**src/rtl/h264_mb_sequencer.sv**
```systemverilog
// Per-frame macroblock sequencer: orders slice/MB header emission against residual output,
// starts the transform feed for each MB and tracks the MB position through the frame.
module h264_mb_sequencer #(
    parameter int unsigned MB_WIDTH  = 11,
    parameter int unsigned MB_HEIGHT = 9
) (
    input  logic       CLK,
    input  logic       RSTN,
    input  logic       START,
    input  logic       INTER,
    output logic       INTER_FLAG,
    output logic       NEWSLICE,
    output logic       NEWLINE,
    input  logic       BUF_DONE,
    input  logic       BUF_FULL,
    output logic       HDR_START,
    output logic       HDR_SLICE,
    input  logic       HDR_DONE,
    input  logic       XFORM_READY,
    output logic       XFORM_GO,
    output logic [7:0] MBX,
    output logic [7:0] MBY,
    output logic       BUSY,
    output logic       FRAME_DONE,
    output logic       ERR
);

    localparam logic [7:0] LastX = 8'(MB_WIDTH - 1);
    localparam logic [7:0] LastY = 8'(MB_HEIGHT - 1);

    typedef enum logic [3:0] {
        StIdle,
        StSlice,
        StWaitShdr,
        StWaitDrain,
        StMbHdr,
        StWaitMhdr,
        StFeed,
        StWaitFull,
        StAdvance,
        StFlush,
        StFin
    } state_e;

    state_e     state_q, state_d;
    logic [7:0] mbx_q, mbx_d;
    logic [7:0] mby_q, mby_d;
    logic       inter_q, inter_d;
    logic       err_q, err_d;
    logic       newline_q, newline_d;
    logic       go_q, go_d;
    logic       newslice_q, hdr_start_q, hdr_slice_q, busy_q, frame_done_q;
    logic       at_last_x, at_last_y, hdr_expected, full_expected;

    always_comb begin
        at_last_x     = (mbx_q == LastX);
        at_last_y     = (mby_q == LastY);
        hdr_expected  = (state_q == StWaitShdr) || (state_q == StWaitMhdr);
        full_expected = (state_q == StWaitFull);
    end

    always_comb begin
        state_d   = state_q;
        mbx_d     = mbx_q;
        mby_d     = mby_q;
        inter_d   = inter_q;
        err_d     = err_q;
        newline_d = 1'b0;

        unique case (state_q)
            StIdle: begin
                if (START) begin
                    inter_d = INTER;
                    mbx_d   = 8'd0;
                    mby_d   = 8'd0;
                    err_d   = 1'b0;
                    state_d = StSlice;
                end
            end
            StSlice:     state_d = StWaitShdr;
            StWaitShdr:  if (HDR_DONE) state_d = StWaitDrain;
            StWaitDrain: if (BUF_DONE) state_d = StMbHdr;
            StMbHdr:     state_d = StWaitMhdr;
            StWaitMhdr:  if (HDR_DONE) state_d = StFeed;
            // go_q marks the cycle the feed start is actually presented downstream
            StFeed:      if (go_q) state_d = StWaitFull;
            StWaitFull:  if (BUF_FULL) state_d = StAdvance;
            StAdvance: begin
                if (at_last_x && at_last_y) begin
                    state_d = StFlush;
                end else if (at_last_x) begin
                    mbx_d     = 8'd0;
                    mby_d     = mby_q + 8'd1;
                    newline_d = 1'b1;
                    state_d   = StWaitDrain;
                end else begin
                    mbx_d   = mbx_q + 8'd1;
                    state_d = StWaitDrain;
                end
            end
            StFlush:     if (BUF_DONE) state_d = StFin;
            StFin:       state_d = StIdle;
            default:     state_d = StIdle;
        endcase

        // Stray handshake pulses never move the FSM; they only flag the error.
        if ((HDR_DONE && !hdr_expected) || (BUF_FULL && !full_expected)) begin
            err_d = 1'b1;
        end

        // Issue the feed start in the first FEED cycle the transform path is ready.
        go_d = (state_d == StFeed) && XFORM_READY;
    end

    always_ff @(posedge CLK or negedge RSTN) begin
        if (!RSTN) begin
            state_q      <= StIdle;
            mbx_q        <= 8'd0;
            mby_q        <= 8'd0;
            inter_q      <= 1'b0;
            err_q        <= 1'b0;
            newline_q    <= 1'b0;
            go_q         <= 1'b0;
            newslice_q   <= 1'b1;
            hdr_start_q  <= 1'b0;
            hdr_slice_q  <= 1'b0;
            busy_q       <= 1'b0;
            frame_done_q <= 1'b0;
        end else begin
            state_q      <= state_d;
            mbx_q        <= mbx_d;
            mby_q        <= mby_d;
            inter_q      <= inter_d;
            err_q        <= err_d;
            newline_q    <= newline_d;
            go_q         <= go_d;
            newslice_q   <= (state_d == StIdle) || (state_d == StSlice);
            hdr_start_q  <= (state_d == StSlice) || (state_d == StMbHdr);
            hdr_slice_q  <= (state_d == StSlice);
            busy_q       <= (state_d != StIdle);
            frame_done_q <= (state_d == StFin);
        end
    end

    assign INTER_FLAG = inter_q;
    assign NEWSLICE   = newslice_q;
    assign NEWLINE    = newline_q;
    assign HDR_START  = hdr_start_q;
    assign HDR_SLICE  = hdr_slice_q;
    assign XFORM_GO   = go_q;
    assign MBX        = mbx_q;
    assign MBY        = mby_q;
    assign BUSY       = busy_q;
    assign FRAME_DONE = frame_done_q;
    assign ERR        = err_q;

endmodule

```
**config.mk**
```make
export PLATFORM = sky130hd
export DESIGN_NAME = h264_mb_sequencer
export DESIGN_NICKNAME = d
export VERILOG_FILES = /design/src/rtl/h264_mb_sequencer.sv
export SDC_FILE = /design/constraint.sdc
export NUM_CORES = 1
export LEC_CHECK = 0
export BUFFER_PORTS_ARGS = -buffer_cell sky130_fd_sc_hd__buf_2
export CAP_MARGIN = 20
export CORE_AREA = 4 4 61 63
export CTS_CLUSTER_SIZE = 25
export DETAILED_ROUTE_END_ITERATION = 10
export DIE_AREA = 0 0 65 67
export PLACE_DENSITY = 0.72
export RECOVER_POWER = 50
export SLEW_MARGIN = 40
export SYNTH_ARGS = -nofsm -noshare
export SYNTH_HDL_FRONTEND = slang
export SYNTH_SLANG_ARGS = --single-unit
```
**constraint.sdc**
```tcl
create_clock -name CLK -period 2.8 [get_ports CLK]
set_input_delay 0.14 -clock CLK [delete_from_list [all_inputs] [get_ports CLK]]
set_output_delay 0.14 -clock CLK [all_outputs]
set_load 0.05 [all_outputs]
```
==> results.toml, run 1 <==
[detailed_routing]
wl_per_cell_um = 13.27
wl_um = 3224
drc = 0
viasPerCell = 5.206
vias = 1265
drt_iter0_markers = 120
drt_first_pass_iters = 4
ant_nets = 0

[sta]
worst_pin_slew_ns = 1.511
fin_crit_ns = 1.990
finalSetupTns_ns = 0
rsz0062_at_grt = "no"
slew_headroom_pct = -0.7077
skew_ns = 0.009681
setup_viol = 0
drv_slew = 30
hold_viol = 0
max_freq_ghz = 0.5024
hold_slack_ns = 0.1052
fin_crit_sh_pct = 71.08

[yosys]
synthesis.nets = 173
synth.distinct_cells = 38
synth_area_leaders = "dfrtp_1, o21ai_0, and3_1"
synth_edf_count = 0
async_flop_share_pct = 100.0
syn_area_mm2 = 0.001531
synth-seq-cells = 29
yosysTopAreaCell = "dfrtp_1"
synth_top_area_share_pct = 45.75
syn_area_per_cell_um2 = 9.512
ys_seq_area_share_pct = 47.47
ys.flop_type = "dfrtp_1"
yosysWarnings = 0
synth_cells = 161

[worst_setup_path]
worst-path-max-fanout = 6
crit_family = "compound AO/OA/AOI/OAI gates"
start_kind = "flip-flop"
crit_type = "reg2reg"
worst_path_largest_cell_delay_ns = 0.44
slowest_stage = "dfrtp_1"
cp-end-kind = "flip-flop"
critical_path_buf_inv_count = 1
cp.required_ns = 3.03
path_cells = "inv_1 -> ha_1 -> nor4bb_1 -> nand4_1 -> a21oi_1 -> o21ai_0 -> o31ai_1"
arrival_ns = 2.22

[die]
initial_core_util_pct = 47.39
core_mm2 = 0.003232
ios = 33
dieArea_mm2 = 0.004355
die_h_um = 67
die_x_um = 65
rows = 21

[global_routing]
first_global_vias = 1228
grt_max_degree = 30
antenna_found_initial = 0
grt_usage_pct = 17.04
grt_remaining_overflow = 0
grt_pass1_wl_um = 5602

[clock_tree]
cts.path.max_buffers = 2
clkTransAtPathRegs_ns = 0.08
cts_tree = "done"
post_cts_resized = 0
clock_sinks = 29
cts_inserted_buffers = 5
cts_root_buf = "clkbuf_4"
clkLatencyLatePin_ns = 0.32
cts_max_level = 2

[final_layout]
fill_cells = 317
final_common_cell = "dfrtp_1"
post-route-util_pct = 55.05
final_cell_mix = "dfrtp_1, buf_2, nand2_1"
seq_area_um2 = 726.9
layout-drive-gt1-share_pct = 15.74
fin_nets = 209
n_antenna_cell = 0
area_growth_pct = 16.18
multiInputGateArea_um2 = 745.7

[min_path]
hp-class = "in2reg"

[job]
drv_cap = 1

[status]
violations = "capacitance limit, slew limit"
status = "finished with violations"

[placement]
io_buffers = 32
dpl.hpwl_um = 2381
gp_congestion = 0.7762

[power]
power_mw = 1.822
peakVddDrop_mv = 0.7610
leakagePower_nw = 0.8760
p_per_area_mw_per_mm2 = 1024
==> report_power, final <==
group,leakage [nW],switching [mW],internal [mW]
Sequential,0.379,0.194,0.543
Combinational,0.466,0.604,0.233
Clock,0.0314,0.129,0.118
==> synth_stat cells (2+ instances only) <==
cell type,count
a21oi_1,5
a31oi_1,2
and3_1,11
and3b_1,2
and4b_1,2
buf_2,2
buf_4,2
dfrtp_1,28
ha_1,4
inv_1,7
nand2_1,16
nand2b_1,2
nand3_1,11
nand4_1,4
nor2_1,12
nor2b_1,5
nor3_1,3
o21ai_0,15
o31ai_1,2
xnor2_1,3
xor2_1,6
==> worst min-delay path, cell delays in order <==
cell and delay, ns:
buf_2 0.12, a22oi_1 0.07, nand2_1 0.07
==> worst paths after layout <==
path                                  from         end  slack, ns  depth (start not counted)
worst max-delay path                MBY[0]      MBX[5]       0.81                          7
worst min-delay path              BUF_FULL         ERR       0.11                          3
worst max register to register      MBY[0]      MBX[5]       0.81                          7
worst min register to register  INTER_FLAG  INTER_FLAG       0.50                          2
max in group asynchronous             RSTN      MBY[2]       1.20                          2
min in group asynchronous             RSTN  FRAME_DONE       0.71                          2
==> kinds of logic (layout without fill, tap and decap cells) <==
family,count (synthesis),after routing,share of synthesized area (%)
xor+xnor,9,9,5.147
mux,1,1,0.6536
flops,29,29,47.47
buf+inv,13,49,3.839
compound gates,30,30,11.68
fa+ha+maj,4,4,3.268
simple gates,75,75,27.94
==> area by class of cell <==
cell class	count	area share [%]
multi-input cells	119	41.91
flip-flops and latches	29	40.86
repair buffers	34	9.212
well taps	46	3.235
clock buffers	7	3.094
inverters	8	1.688
==> routing by layer <==
| metal | wire length, um | GRT usage [%] |
|---|---|---|
| met5 | 0 | 0 |
| met4 | 22 | 7.124 |
| met3 | 196 | 5.228 |
| met2 | 1569 | 27.08 |
| met1 | 1435 | 21.42 |
==> per-stage QoR <==
step	worst slack, ns	cells	instance area (um2)
2_1_floorplan	0.8480	161	1531
3_3_place_gp	0.8958	234	1720
3_5_place_dp	0.8288	234	1720
4_1_cts	0.8251	243	1795
5_1_grt	0.6069	243	1779
6_report	0.8096	243	1779
==> repair_timing <==
| action | in CTS | in global routing |
|---|---|---|
| hold buffers | 2 | 0 |
| endpoints found under the hold margin | 29 | 0 |
| buffers inserted | 0 | 0 |
(Power assumes the default switching activity.)
==> run 2: changes to the inputs <==
--- a/config.mk
+++ b/config.mk
@@ -5,13 +5,14 @@
 export SDC_FILE = /design/constraint.sdc
 export NUM_CORES = 1
 export LEC_CHECK = 0
+export ABC_AREA = 1
 export BUFFER_PORTS_ARGS = -buffer_cell sky130_fd_sc_hd__buf_2
 export CAP_MARGIN = 20
-export CORE_AREA = 4 4 61 63
+export CORE_AREA = 4 4 63 65
 export CTS_CLUSTER_SIZE = 25
 export DETAILED_ROUTE_END_ITERATION = 10
-export DIE_AREA = 0 0 65 67
-export PLACE_DENSITY = 0.72
+export DIE_AREA = 0 0 67 69
+export PLACE_DENSITY = 0.74
 export RECOVER_POWER = 50
 export SLEW_MARGIN = 40
 export SYNTH_ARGS = -nofsm -noshare
==> constraint.sdc (replaced) <==
create_clock -name CLK -period 1.7 [get_ports CLK]
set_input_delay 0.085 -clock CLK [delete_from_list [all_inputs] [get_ports CLK]]
set_output_delay 0.085 -clock CLK [all_outputs]
set_load 0.05 [all_outputs]
==> run 2 against run 1 <==
  * The flow now finishes without violations
  * Global-route usage is 0.47 points lower
  * Power is 40% higher
  * Routed wire length is 12% higher
  * Register-to-register slack worse by 0.71 ns
  * Die area is 6.2% higher
  * Sequential cell count stayed put
  * Largest cell class unchanged
==> results.toml, run 2 <==
[placement]
dp_cells = 295
dpl.hpwl_um = 2600
dpl-instance-area_mm2 = 0.001874
gp_congestion = 0.8211
io_buffers = 32

[final_layout]
area_growth_pct = 21.34
final_common_cell = "nand2_1"
layout-drive-gt1-share_pct = 22.43
final_cell_mix = "nand2_1, dfrtp_1, inv_1"
post-route-util_pct = 59.92
multiInputGateArea_um2 = 808.3
layoutNonFillerInstCount = 309
seq_area_um2 = 729.5
fill_cells = 348
fin_nets = 274
final_cell_area_mm2 = 0.001999
n_antenna_cell = 0

[yosys]
synth.distinct_cells = 27
synthesis.nets = 228
synth_area_leaders = "dfrtp_1, nand2_1, inv_1"
synth_top_area_share_pct = 42.52
async_flop_share_pct = 100.0
yosysMostFrequentCell = "nand2_1"
synth_commonest_cells = "nand2_1, dfrtp_1, inv_1, nor2_1, nand3_1"
ys_seq_area_share_pct = 44.12
synth_cells = 216
yosysTopAreaCell = "dfrtp_1"
synth_edf_count = 0
ys.flop_type = "dfrtp_1"
yosysWarnings = 0
syn_area_mm2 = 0.001648
synth-seq-cells = 29
syn_area_per_cell_um2 = 7.629

[worst_setup_path]
cp.required_ns = 1.97
timing.rr.start = "state_q[2]"
crit_type = "reg2reg"
crit_family = "simple AND/OR/NAND/NOR gates"
critical_path_buf_inv_count = 1
worst_path_largest_cell_delay_ns = 0.44
path_cells = "nor2_1 -> nand3_4 -> nand2_1 -> nand2_4 -> buf_4 -> o21ai_2"
slowest_stage = "dfrtp_1"
crit_start = "state_q[2]"
cp-end-kind = "flip-flop"
arrival_ns = 1.87
start_kind = "flip-flop"
worst-path-max-fanout = 13

[power]
peakVddDrop_mv = 0.9192
leakagePower_nw = 1.059
p_per_area_mw_per_mm2 = 1271

[min_path]
hp-class = "in2reg"
hold_start = "HDR_DONE"

[die]
initial_core_util_pct = 49.38
rows = 21
dieArea_mm2 = 0.004623
die_h_um = 69
die_x_um = 67
ios = 33
core_mm2 = 0.003337

[sta]
setup_viol = 0
fin_crit_ns = 1.597
fin_crit_sh_pct = 93.94
worst_pin_slew_ns = 0.7261
slew_headroom_pct = 51.59
hold_slack_ns = 0.05321
hold_viol = 0
max_freq_ghz = 0.6262
skew_ns = 0.005363
drv_slew = 0

[clock_tree]
clkTransAtPathRegs_ns = 0.10
cts_root_buf = "clkbuf_4"
cts.path.max_buffers = 2
cts_inserted_buffers = 5
cts_max_level = 2
clock_sinks = 29
clkLatencyLatePin_ns = 0.34
cts_tree = "done"

[status]
status = "completed"

[detailed_routing]
drt_iter0_markers = 41
ant_nets = 0
wl_um = 3617
drt_first_pass_iters = 5
viasPerCell = 4.874
wl_per_cell_um = 11.71
vias = 1506
drc = 0

[job]
drv_cap = 0

[global_routing]
grt_pass1_wl_um = 5947
grt_max_degree = 30
grt_usage_pct = 16.57
first_global_vias = 1366
antenna_found_initial = 0
grt_remaining_overflow = 0
[run 2: where the power goes]
part	total, mW	switching (mW)	internal (mW)
clock network	0.500	0.260	0.239
logic	1.11	0.821	0.292
registers	0.928	0.0987	0.830
[run 2: logic make-up after synthesis]
group                      after synthesis  synth area share (%)
and+or+nand+nor                        128                 35.92
buffers and inverters                   30                 7.440
DFF                                     29                 44.12
AOI/OAI and AO/OA                       21                 7.365
xor gates and xnor gates                 4                 2.126
adders and majority gates                4                 3.037
[run 2: layout make-up]
cell class | instances | area share [%]
tap | 46 | 2.879
clock inverter | 1 | 0.2503
clock buffer | 7 | 3.254
multi-input combinational | 157 | 40.43
sequential | 29 | 36.48
timing repair buffer | 41 | 11.39
inverter | 28 | 5.319
[run 2: worst reg2reg max path, delay by kind of cell, from the launching register on]
| kind | cells | cell delay, ns |
|---|---|---|
| buffers and inverters | 1 | 0.16 |
| flip-flops | 1 | 0.44 |
| AO/OA/AOI/OAI | 1 | 0.10 |
| AND/OR/NAND/NOR | 4 | 0.83 |
[run 2: final timing paths]
| kind | endpoint | slack [ns] | cells after the start |
|---|---|---|---|
| setup reg to reg | MBY[2] | 0.10 | 6 |
| max in group asynchronous | MBX[0] | 0.85 | 2 |
| min in group asynchronous | MBY[7] | 0.34 | 2 |
| hold / removal | ERR | 0.05 | 3 |
| setup / recovery | MBY[2] | 0.10 | 6 |
| hold reg to reg | INTER_FLAG | 0.49 | 2 |
[run 2: metrics by stage]
step	setup slack, ns	TNS (ns)	power (mW)
2_1_floorplan	0.04076	0	1.791
3_3_place_gp	0.1466	0	2.020
3_5_place_dp	0.05774	0	2.030
4_1_cts	0.03950	0	2.542
5_1_grt	-0.004046	-0.004046	2.718
6_report	0.1031	0	2.542
[run 2: per-layer routing]
| layer | global-route usage, % | share of wire, % |
|---|---|---|
| met5 | 0 | 0 |
| met3 | 4.870 | 5.2 |
| met1 | 21.99 | 47 |
| met4 | 5.405 | 1.3 |
| met2 | 25.55 | 46 |
[run 2: what timing repair did]
| action | CTS | global route |
|---|---|---|
| hold endpoints to repair | 31 | 0 |
| setup buffers | 0 | 2 |
| resized for setup | 0 | 3 |
| hold buffers | 4 | 0 |
| endpoints found under the setup margin | 0 | 14 |
